==> config.mk <==
export PLATFORM = sky130hd
export DESIGN_NAME = mdu_iterative
export DESIGN_NICKNAME = d
export VERILOG_FILES = /design/src/rtl/mdu_pkg.sv /design/src/rtl/mdu_sign_fix.sv /design/src/rtl/mdu_iterative.sv
export SDC_FILE = /design/constraint.sdc
export NUM_CORES = 1
export LEC_CHECK = 0
export ABC_AREA = 1
export BUFFER_PORTS_ARGS = -buffer_cell sky130_fd_sc_hd__buf_4
export CORE_MARGIN = 3
export CORE_UTILIZATION = 30
export CTS_BUF_LIST = sky130_fd_sc_hd__clkbuf_8
export DETAILED_ROUTE_END_ITERATION = 10
export HOLD_SLACK_MARGIN = 0.03
export PLACE_DENSITY_LB_ADDON = 0.2
export SETUP_SLACK_MARGIN = 0.1
export SLEW_MARGIN = 10
export SYNTH_ARGS = -nofsm -noshare
export SYNTH_HDL_FRONTEND = slang
export SYNTH_SLANG_ARGS = --single-unit
==> constraint.sdc <==
create_clock -name clk -period 7.87 [get_ports clk]
set_input_delay 1.574 -clock clk [delete_from_list [all_inputs] [get_ports clk]]
set_output_delay 1.574 -clock clk [all_outputs]
set_load 0.01 [all_outputs]
==> src/rtl/mdu_pkg.sv <==
// Shared types and helpers for the iterative RV32M multiply/divide unit.
//   mdu_op_t    : operation encoding, identical to the RV32M funct3 field
//   mdu_state_t : controller states IDLE / CALC / FIX
//   is_div, a_signed, b_signed : operation-class predicates
package mdu_pkg;

  typedef enum logic [2:0] {
    OP_MUL    = 3'b000,
    OP_MULH   = 3'b001,
    OP_MULHSU = 3'b010,
    OP_MULHU  = 3'b011,
    OP_DIV    = 3'b100,
    OP_DIVU   = 3'b101,
    OP_REM    = 3'b110,
    OP_REMU   = 3'b111
  } mdu_op_t;

  typedef enum logic [1:0] {
    IDLE = 2'd0,
    CALC = 2'd1,
    FIX  = 2'd2
  } mdu_state_t;

  // Division-class operation (quotient or remainder).
  function automatic logic is_div(input mdu_op_t op);
    return (op == OP_DIV) || (op == OP_DIVU) || (op == OP_REM) || (op == OP_REMU);
  endfunction

  // rs1 is interpreted as two's complement.
  function automatic logic a_signed(input mdu_op_t op);
    return (op == OP_MUL) || (op == OP_MULH) || (op == OP_MULHSU) ||
           (op == OP_DIV) || (op == OP_REM);
  endfunction

  // rs2 is interpreted as two's complement.
  function automatic logic b_signed(input mdu_op_t op);
    return (op == OP_MUL) || (op == OP_MULH) || (op == OP_DIV) || (op == OP_REM);
  endfunction

endpackage

==> src/rtl/mdu_sign_fix.sv <==
// Final correction stage of the multiply/divide unit (purely combinational).
// Restores the sign of the unsigned magnitude result, picks the half of the
// product or the quotient/remainder that the operation returns, and applies
// the divide-by-zero and signed-overflow overrides.
//   op     : latched operation
//   acc    : raw datapath result; product, or {remainder, quotient}
//   a_orig : rs1 exactly as latched (returned by REM/REMU on divide by zero)
//   sign_q : negate the product / quotient
//   sign_r : negate the remainder
//   div0   : divisor was zero
//   ovf    : signed MIN / -1 division
//   result : corrected WIDTH-bit result
module mdu_sign_fix
  import mdu_pkg::*;
#(
  parameter int WIDTH = 32
) (
  input  mdu_op_t              op,
  input  logic [2*WIDTH-1:0]   acc,
  input  logic [WIDTH-1:0]     a_orig,
  input  logic                 sign_q,
  input  logic                 sign_r,
  input  logic                 div0,
  input  logic                 ovf,
  output logic [WIDTH-1:0]     result
);

  localparam logic [WIDTH-1:0] ALL_ONES = '1;
  localparam logic [WIDTH-1:0] MIN_VAL  = {1'b1, {(WIDTH-1){1'b0}}};

  logic [2*WIDTH-1:0] prod;
  logic [WIDTH-1:0]   quo;
  logic [WIDTH-1:0]   rem;

  // The product is negated at full double width so the high half carries
  // the borrow out of the low half correctly.
  assign prod = sign_q ? -acc : acc;
  assign quo  = sign_q ? -acc[WIDTH-1:0] : acc[WIDTH-1:0];
  assign rem  = sign_r ? -acc[2*WIDTH-1:WIDTH] : acc[2*WIDTH-1:WIDTH];

  always_comb begin
    result = '0;
    case (op)
      OP_MUL:                       result = prod[WIDTH-1:0];
      OP_MULH, OP_MULHSU, OP_MULHU: result = prod[2*WIDTH-1:WIDTH];
      OP_DIV, OP_DIVU: begin
        if (div0)     result = ALL_ONES;
        else if (ovf) result = MIN_VAL;
        else          result = quo;
      end
      OP_REM, OP_REMU: begin
        if (div0)     result = a_orig;
        else if (ovf) result = '0;
        else          result = rem;
      end
      default:        result = '0;
    endcase
  end

endmodule

==> src/rtl/mdu_iterative.sv <==
// Iterative RV32M multiply/divide unit for the multicycle datapath.
// Operands are reduced to magnitudes on acceptance, one bit is resolved per
// cycle (shift-add multiply or restoring divide), and a single FIX cycle
// restores the sign and applies the special-case overrides.
//   clk    : rising-edge clock
//   reset  : asynchronous active-high reset
//   start  : request, honoured only while idle and busy=0
//   funct3 : operation (mdu_op_t encoding)
//   src_a  : rs1 (multiplicand / dividend)
//   src_b  : rs2 (multiplier / divisor)
//   busy   : operation in progress, controller holds EXECUTE
//   done   : one-cycle pulse, result valid
//   result : registered result, held until the next operation completes
module mdu_iterative
  import mdu_pkg::*;
#(
  parameter int WIDTH = 32   // must be >= 4 and even
) (
  input  logic             clk,
  input  logic             reset,
  input  logic             start,
  input  logic [2:0]       funct3,
  input  logic [WIDTH-1:0] src_a,
  input  logic [WIDTH-1:0] src_b,
  output logic             busy,
  output logic             done,
  output logic [WIDTH-1:0] result
);

  localparam int               CNT_W    = $clog2(WIDTH + 1);
  localparam logic [CNT_W-1:0] CNT_LOAD = CNT_W'(WIDTH);
  localparam logic [CNT_W-1:0] CNT_ONE  = CNT_W'(1);
  localparam logic [WIDTH-1:0] MIN_VAL  = {1'b1, {(WIDTH-1){1'b0}}};

  mdu_state_t         state_reg;
  mdu_op_t            op_reg;
  logic [2*WIDTH-1:0] acc_reg;      // product accumulator, or {rem, quo}
  logic [WIDTH-1:0]   opnd_reg;     // |multiplicand| or |divisor|
  logic [WIDTH-1:0]   a_reg;
  logic               sign_q_reg;
  logic               sign_r_reg;
  logic               div0_reg;
  logic               ovf_reg;
  logic [CNT_W-1:0]   cnt_reg;
  logic [WIDTH-1:0]   fix_res_reg;
  logic               fix_valid_reg;
  logic               busy_reg;
  logic               done_reg;
  logic [WIDTH-1:0]   result_reg;

  // ---------------------------------------------------------------------
  // Operand preparation on acceptance
  // ---------------------------------------------------------------------
  mdu_op_t          op_in;
  logic             sa_in;
  logic             sb_in;
  logic [WIDTH-1:0] abs_a_in;
  logic [WIDTH-1:0] abs_b_in;
  logic             accept;

  assign op_in    = mdu_op_t'(funct3);
  assign sa_in    = a_signed(op_in) && src_a[WIDTH-1];
  assign sb_in    = b_signed(op_in) && src_b[WIDTH-1];
  // MIN negates to itself, which is the correct unsigned magnitude.
  assign abs_a_in = sa_in ? -src_a : src_a;
  assign abs_b_in = sb_in ? -src_b : src_b;
  // The state check blocks the cycle right after acceptance, where the
  // registered busy has not risen yet; busy_reg blocks the cycle after FIX.
  assign accept   = start && (state_reg == IDLE) && !busy_reg;

  // ---------------------------------------------------------------------
  // One iteration of each algorithm
  // ---------------------------------------------------------------------
  logic [WIDTH:0]     mul_upper;
  logic [2*WIDTH-1:0] mul_step;
  logic [WIDTH:0]     rem_shift;
  logic [WIDTH:0]     trial;
  logic [2*WIDTH-1:0] div_step;

  // Shift-add: the multiplier sits in the low half and is consumed LSB
  // first; the carry out of the add re-enters at the top on the shift.
  assign mul_upper = {1'b0, acc_reg[2*WIDTH-1:WIDTH]} +
                     (acc_reg[0] ? {1'b0, opnd_reg} : '0);
  assign mul_step  = {mul_upper, acc_reg[WIDTH-1:1]};

  // Restoring divide: the partial remainder stays below the divisor, so the
  // shifted value fits WIDTH+1 bits and bit WIDTH of the trial difference
  // is a reliable "went negative" indicator.
  assign rem_shift = {acc_reg[2*WIDTH-1:WIDTH], acc_reg[WIDTH-1]};
  assign trial     = rem_shift - {1'b0, opnd_reg};
  assign div_step  = trial[WIDTH] ? {rem_shift[WIDTH-1:0], acc_reg[WIDTH-2:0], 1'b0}
                                  : {trial[WIDTH-1:0],     acc_reg[WIDTH-2:0], 1'b1};

  // ---------------------------------------------------------------------
  // Sign correction / override stage
  // ---------------------------------------------------------------------
  logic [WIDTH-1:0] fix_result;

  mdu_sign_fix #(
    .WIDTH (WIDTH)
  ) u_sign_fix (
    .op     (op_reg),
    .acc    (acc_reg),
    .a_orig (a_reg),
    .sign_q (sign_q_reg),
    .sign_r (sign_r_reg),
    .div0   (div0_reg),
    .ovf    (ovf_reg),
    .result (fix_result)
  );

  // ---------------------------------------------------------------------
  // Controller. busy, done and result are registered one stage behind the
  // state so the controller sees clean flop outputs.
  // ---------------------------------------------------------------------
  always_ff @(posedge clk or posedge reset) begin
    if (reset) begin
      state_reg     <= IDLE;
      op_reg        <= OP_MUL;
      acc_reg       <= '0;
      opnd_reg      <= '0;
      a_reg         <= '0;
      sign_q_reg    <= 1'b0;
      sign_r_reg    <= 1'b0;
      div0_reg      <= 1'b0;
      ovf_reg       <= 1'b0;
      cnt_reg       <= '0;
      fix_res_reg   <= '0;
      fix_valid_reg <= 1'b0;
      busy_reg      <= 1'b0;
      done_reg      <= 1'b0;
      result_reg    <= '0;
    end else begin
      busy_reg      <= (state_reg != IDLE);
      done_reg      <= fix_valid_reg;
      fix_valid_reg <= 1'b0;
      if (fix_valid_reg) begin
        result_reg <= fix_res_reg;
      end

      case (state_reg)
        IDLE: begin
          if (accept) begin
            op_reg     <= op_in;
            a_reg      <= src_a;
            acc_reg    <= is_div(op_in) ? {{WIDTH{1'b0}}, abs_a_in}
                                        : {{WIDTH{1'b0}}, abs_b_in};
            opnd_reg   <= is_div(op_in) ? abs_b_in : abs_a_in;
            sign_q_reg <= sa_in ^ sb_in;
            sign_r_reg <= sa_in;
            div0_reg   <= (src_b == '0);
            ovf_reg    <= ((op_in == OP_DIV) || (op_in == OP_REM)) &&
                          (src_a == MIN_VAL) && (src_b == '1);
            cnt_reg    <= CNT_LOAD;
            state_reg  <= CALC;
          end
        end
        CALC: begin
          acc_reg <= is_div(op_reg) ? div_step : mul_step;
          cnt_reg <= cnt_reg - CNT_ONE;
          if (cnt_reg == CNT_ONE) begin
            state_reg <= FIX;
          end
        end
        FIX: begin
          fix_res_reg   <= fix_result;
          fix_valid_reg <= 1'b1;
          state_reg     <= IDLE;
        end
        default: state_reg <= IDLE;
      endcase
    end
  end

  assign busy   = busy_reg;
  assign done   = done_reg;
  assign result = result_reg;

endmodule

==> results of run 1 <==
## power breakdown
part,internal [uW],leakage (uW),total (uW),switching [uW]
logic,1300,0.00951,4280,2980
clock network,642,0.000492,1200,562
registers,1240,0.00258,1730,490
total,3180,0.0126,7220,4030
## placed cells by master, fill, tap and decap left out, types with 14 or more instances in the layout
cell	n
a21oi_1	146
nand3_1	274
nand2_1	1373
mux2_2	32
nand2_2	14
ha_1	71
nor3_1	30
o211ai_1	32
nand4_1	39
nor2_1	326
and2_1	17
clkbuf_8	49
dfrtp_1	208
buf_4	128
inv_1	548
o21ai_0	205
xor2_1	87
## worst max path at each step
stage	startpoint	end	slack, ns
3_3_place_gp	funct3[2]	acc_reg[27]	3.93
5_1_grt	funct3[2]	acc_reg[30]	4.14
2_1_floorplan	reset	a_reg[0]	0.56
3_5_place_dp	funct3[2]	acc_reg[30]	3.88
6_report	acc_reg[31]	acc_reg[63]	4.33
4_1_cts	acc_reg[0]	acc_reg[55]	4.40
## metal layers
| metal | part of all wire (%) | wire, um |
|---|---|---|
| met1 | 44 | 43490 |
| met5 | 0 | 0 |
| met3 | 7.6 | 7471 |
| met4 | 4.5 | 4384 |
| met2 | 43 | 42400 |
## worst register-to-register path, delay by kind of cell, from the launching register on
family | cells | cell delay (ns)
DFF | 1 | 0.61
adders and majority gates | 2 | 0.69
and+or+nand+nor | 15 | 1.73
buffers and inverters | 2 | 0.37
## cell families (layout without fill, tap and decap cells)
family                   count (synthesis)  after routing
other                                    0              2
adder cells (fa/ha/maj)                 73             73
AO/OA/AOI/OAI                          437            437
XOR/XNOR                                96             96
AND/OR/NAND/NOR                       2124           2124
buffers and inverters                  665            752
flip-flops                             210            210
multiplexers                            34             34
## area by class of cell
cell class / instances / area, um2
clock inverters: 26 / 195.2
inverters: 548 / 2064
well taps: 931 / 1165
clock buffers: 49 / 674.4
multi-input cells: 2764 / 13280
diodes: 2 / 5.005
repair buffers: 129 / 980.9
fillers: 7847 / 45440
flip-flops and latches: 210 / 5258
## per-stage QoR
| step | area, um2 | util [%] | hold slack [ns] | setup slack, ns |
|---|---|---|---|---|
| final | 23620 | 34.20 | 0.4771 | 4.328 |
| after global routing | 23620 | 34.20 | 0.4915 | 4.139 |
| after CTS | 23620 | 34.20 | 0.4804 | 4.395 |
| after detailed placement | 22750 | 32.94 | 0.4650 | 3.882 |
| after global placement | 22750 | 32.94 | 0.4576 | 3.928 |
| after floorplan | 21090 | - | 0.3519 | 0.5585 |
==> run_results.csv, run 1 <==
group,metric,value,unit
run_status,status,"finished, final reports clean",
global_route,grt_antenna_before_repair,4,
clock_tree,cts.clk_slew.worst_paths,0.06,ns
global_route,busiest_layer,"met2",
clock_tree,cts_hold_buf,0,
clock_tree,clock_path_buffers,3,
placement,place_inst,4582,
worst_hold_path,min_to,"fix_res_reg[21]",
power,pwr_density_cell,305.4,mW/mm2
detailed_routing,ant_nets,0,
clock_tree,cts_root_buf,"clkbuf_8",
synth,synth_warnings,0,
global_route,use_met1,36.26,%
worst_setup_path,r2r_cells,19,
synth,yosys-top-cells-count,"nand2_1 (1373), inv_1 (535), nor2_1 (329)",
synth,seq_area_frac_synth,24.91,%
synth,muxShareOfSynthArea,1.803,%
finish,finalNonFillerCells,4659,
finish,layout-drive-gt1-share,7.488,%
power,power,7215,uW
floorplan,initial_core_util,30.54,%
floorplan,io_pins,104,
floorplan,core,0.06907,mm2
synth,ys_types,50,
detailed_routing,avgViaCountPerCell,5.114,
worst_setup_path,cp_cell_sequence,"inv_1 -> ha_1 -> fa_1 -> inv_1 -> nand2_1 -> nand2_1 -> nand3_1 -> nand2_2 -> nand2_1 -> nand2_2 -> nand2_2 -> nand2_2 -> nand2_2 -> nand2_4 -> nand2_1 -> nand2_1 -> nand2_1 -> nand2_1 -> nand2_1",
power,p_leak,0.01259,uW
timing,slew_violations,0,
worst_setup_path,critPathLaunchType,"register",
timing,max_freq,0.2823,GHz
detailed_routing,drt_first_pass_iters,6,
timing,relSlewSlack,31.04,%
clock_tree,post-cts-setup-buffers,0,
placement,hpwl,77630,um
timing,rsz0062_at_grt,"no",
clock_tree,numCtsBuffers,42,
clock_tree,clock-sinks,210,
synth,syn_avg_cell_area,5.797,um2
synth,synth_compound_area_share,11.39,%
synth,synthTopCellsByArea,"dfrtp_1 (25%), nand2_1 (24%), inv_1 (9.5%)",
synth,synth_edf_count,0,
timing,fin_tns_setup,0,ns
global_route,grt_max_degree,108,
clock_tree,cts_resized,0,
power,ir_drop,0.0001372,V
worst_setup_path,cp_max_fo,33,
worst_setup_path,cp.depth,19,
floorplan,die_y,271.2,um
synth,synth_top_family_by_area,"simple AND/OR/NAND/NOR gates",
flow_run,drv_cap,0,
worst_setup_path,crit_required,8.37,ns
worst_setup_path,slowest_stage,"dfrtp_1",
finish,syn_to_final_growth,11.99,%
floorplan,dieArea,0.07353,mm2
detailed_routing,wl,97750,um
global_route,globalRouteMet3Util,3.544,%
worst_setup_path,cp_num_buf_inv,2,
timing,setup_viol,0,
finish,nets,3838,
synth,synth-xor-area-share,3.986,%
synth,netlist_area,0.02109,mm2
worst_setup_path,cpMostUsedCell,"nand2_1",
global_route,grt_use_met2,40.28,%
detailed_routing,vias,23830,
synth,synthAdderAreaFrac,4.401,%
global_route,grt.total_usage,25.94,%
placement,port-buffer-count,103,
clock_tree,cts_tree,"done",
clock_tree,htree_levels,2,
worst_setup_path,r2r-start,"acc_reg[31]",
worst_hold_path,min_from,"fix_res_reg[21]",
synth,synth.top_cell.area_share,24.91,%
placement,routabilityCongestion,0.9955,
synth,syn_nets,3782,
worst_hold_path,min_path_cells,2,
detailed_routing,drtIter0Drc,2372,
synth,synth_cells,3639,
synth,synth.largest_area_cell,"dfrtp_1",
timing,fin_crit,3.542,ns
worst_setup_path,reg2reg_slack,4.33,ns
synth,postSynth.asyncResetShare,100.0,%
global_route,grt_pass1_wl,144700,um
finish,largest_register_ffs,64,
worst_setup_path,cp-end-kind,"register",
global_route,grt_pass1_vias,22160,
worst_setup_path,worst_path_largest_cell_delay,0.61,ns
timing,tightest_slew,1.033,ns
worst_setup_path,crit_type,"register to register",
worst_setup_path,crit_arrival,4.04,ns
timing,post-route-period-util,45.00,%
detailed_routing,wl_per_cell,20.98,um
worst_setup_path,r2r_end,"acc_reg[63]",
timing,fin_skew,0.04207,ns
floorplan,die_w,271.2,um
floorplan,row_count,96,
synth,synth.most_common_cell,"nand2_1",
detailed_routing,drc_errors,0,
timing,final_hold_viol_count,0,
global_route,grt_overflow,0,
worst_hold_path,hold_path_class,"register to register",
worst_setup_path,crit_family,"simple AND/OR/NAND/NOR gates",
synth,synthSimpleGateAreaFrac,41.25,%
synth,dominantRegCellSynth,"dfrtp_1",
clock_tree,insertion_delay,0.65,ns
synth,ys_ff_latch,210,
No activity file was read; power rests on OpenSTA's default activity.
==> run 2, diff against run 1 <==
- clock period: 7.87 -> 3.4 ns (I/O delays scaled with it)
==> run 2 against run 1 <==
Against the previous run: clock skew shrank 0.0094 ns; wire length is 0.23% lower; combinational power is 150% higher; sequential share of layout area down 0.36 points; count of clock-buffer cells in the layout decreased by 4; critical endpoint is now acc_reg[60]; largest cell class unchanged; largest power group unchanged.
==> run_results.csv, run 2 (synthesis results as in run 1) <==
group,metric,value,unit
run_status,status,"finished, final reports clean",
global_route,busiest_layer,"met2",
global_route,grt_use_met2,40.03,%
floorplan,die_y,271.2,um
detailed_routing,avgViaCountPerCell,5.086,
timing,relSlewSlack,32.80,%
timing,fin_skew,0.03264,ns
clock_tree,insertion_delay,0.62,ns
floorplan,core,0.06907,mm2
timing,max_freq,0.3385,GHz
floorplan,row_count,96,
global_route,grt.total_usage,25.96,%
floorplan,io_pins,104,
worst_setup_path,r2r-start,"acc_reg[31]",
detailed_routing,vias,23920,
placement,post_dp_cell_area,0.02314,mm2
power,pwr_density_cell,709.3,mW/mm2
timing,fin_crit,2.954,ns
global_route,use_met1,35.99,%
power,power,17030,uW
global_route,grt_pass1_wl,144300,um
worst_setup_path,cp-endpoint,"acc_reg[60]",
clock_tree,clock_path_buffers,3,
finish,postLayoutCoreUtil,34.77,%
timing,setup_viol,0,
global_route,globalRouteMet3Util,5.162,%
worst_setup_path,cp_max_fo,32,
power,ir_drop,0.0002948,V
clock_tree,cts_hold_buf,0,
floorplan,initial_core_util,30.54,%
timing,slew_violations,0,
global_route,grt_overflow,0,
timing,fin_ws,0.4456,ns
clock_tree,numCtsBuffers,41,
detailed_routing,ant_nets,0,
detailed_routing,drtIter0Drc,2333,
finish,nets,3883,
timing,final_hold_viol_count,0,
detailed_routing,wl,97520,um
flow_run,drv_cap,0,
global_route,grt_max_degree,83,
placement,preCtsSetupSlack,0.3975,ns
clock_tree,cts_resized,0,
floorplan,dieArea,0.07353,mm2
finish,final_common_cell,"nand2_1",
finish,syn_to_final_growth,13.83,%
detailed_routing,drt_first_pass_iters,6,
worst_setup_path,reg2reg_slack,0.45,ns
timing,rsz0062_at_grt,"no",
finish,fin_area,0.02401,mm2
worst_setup_path,crit_type,"register to register",
clock_tree,cts.clk_slew.worst_paths,0.06,ns
worst_hold_path,hold_path_class,"input pin to async pin",
worst_setup_path,cp-end-kind,"register",
floorplan,die_w,271.2,um
timing,post-route-period-util,86.89,%
worst_setup_path,crit_required,3.89,ns
finish,layout_common_cells,"nand2_1 (1373), inv_1 (550), nor2_1 (326)",
timing,tightest_slew,1.007,ns
worst_setup_path,crit_arrival,3.45,ns
placement,hpwl,80010,um
clock_tree,clock-sinks,210,
worst_setup_path,r2r_cells,19,
placement,routabilityCongestion,1.006,
detailed_routing,drc_errors,0,
clock_tree,cts_root_buf,"clkbuf_8",
placement,port-buffer-count,103,
worst_setup_path,crit_path_start,"acc_reg[31]",
power,p_leak,0.01284,uW
finish,layout-drive-gt1-share,8.539,%
detailed_routing,wl_per_cell,20.74,um
clock_tree,cts_tree,"done",
clock_tree,htree_levels,2,
worst_setup_path,r2r_end,"acc_reg[60]",
global_route,grt_antenna_before_repair,4,
timing,fin_tns_setup,0,ns
finish,largest_register_ffs,64,
clock_tree,post-cts-setup-buffers,0,
worst_setup_path,critPathLaunchType,"register",
global_route,grt_pass1_vias,22370,
-- run 2: cell count changes in the layout (fill, tap and decap cells not counted), sizes merged --
cell      previous run  this run
clkinv               6         9
buf                129       175
clkinvlp             3         1
clkbuf              49        45
bufinv               2         4
diode                2         1
-- run 2: power by group --
group          internal, uW  switching (uW)
clock network          1540            1230
logic                  3200            7430
registers              2880             762
total                  7610            9420
-- run 2: through the flow --
stage	hold WS, ns	std cells
final	0.2512	4703
after detailed placement	0.4647	4628
after CTS	0.2228	4702
after floorplan	0.3519	3639
after global routing	0.2658	4703
after global placement	0.4659	4628
-- run 2: routing by layer --
metal | up-vias | part of all wire [%]
met1 | 11200 | 45
li1 | 11640 | -
met2 | 911 | 43
met4 | 4 | 3.9
met3 | 167 | 8.3
met5 | - | 0.023
-- run 2: critical path, stage by stage, from the launching register on --
cell and delay [ns]:
dfrtp_1 0.47, inv_1 0.15, ha_1 0.26, fa_1 0.42
inv_1 0.14, nand2_1 0.06, nand2_1 0.07, nand3_1 0.09
nand2_2 0.13, nand2_1 0.07, nand2_2 0.08, nand2_2 0.07
nand2_2 0.08, nand2_2 0.06, nand2_4 0.33, nand2_1 0.09
nand2_1 0.08, nand2_1 0.05, nand2_1 0.08, nand2_1 0.05
-- run 2: final cells by class --
| type | count | area [um2] |
|---|---|---|
| antenna | 1 | 2.502 |
| clock buffer | 45 | 619.3 |
| clock inverter | 29 | 246.5 |
| fill | 7900 | 45050 |
| inverter | 548 | 2061 |
| multi-input combinational | 2764 | 13270 |
| sequential | 210 | 5258 |
| tap | 931 | 1165 |
| timing repair buffer | 175 | 1389 |
-- run 2: worst min-delay path by stage --
stage | cells past startpoint | end | slack (ns)
after global placement | 2 | fix_res_reg[25] | 0.47
after detailed placement | 2 | fix_res_reg[21] | 0.46
after global routing | 2 | result[12] | 0.27
after CTS | 2 | result[19] | 0.22
after floorplan | 0 | done | 0.35
final | 2 | result[19] | 0.25
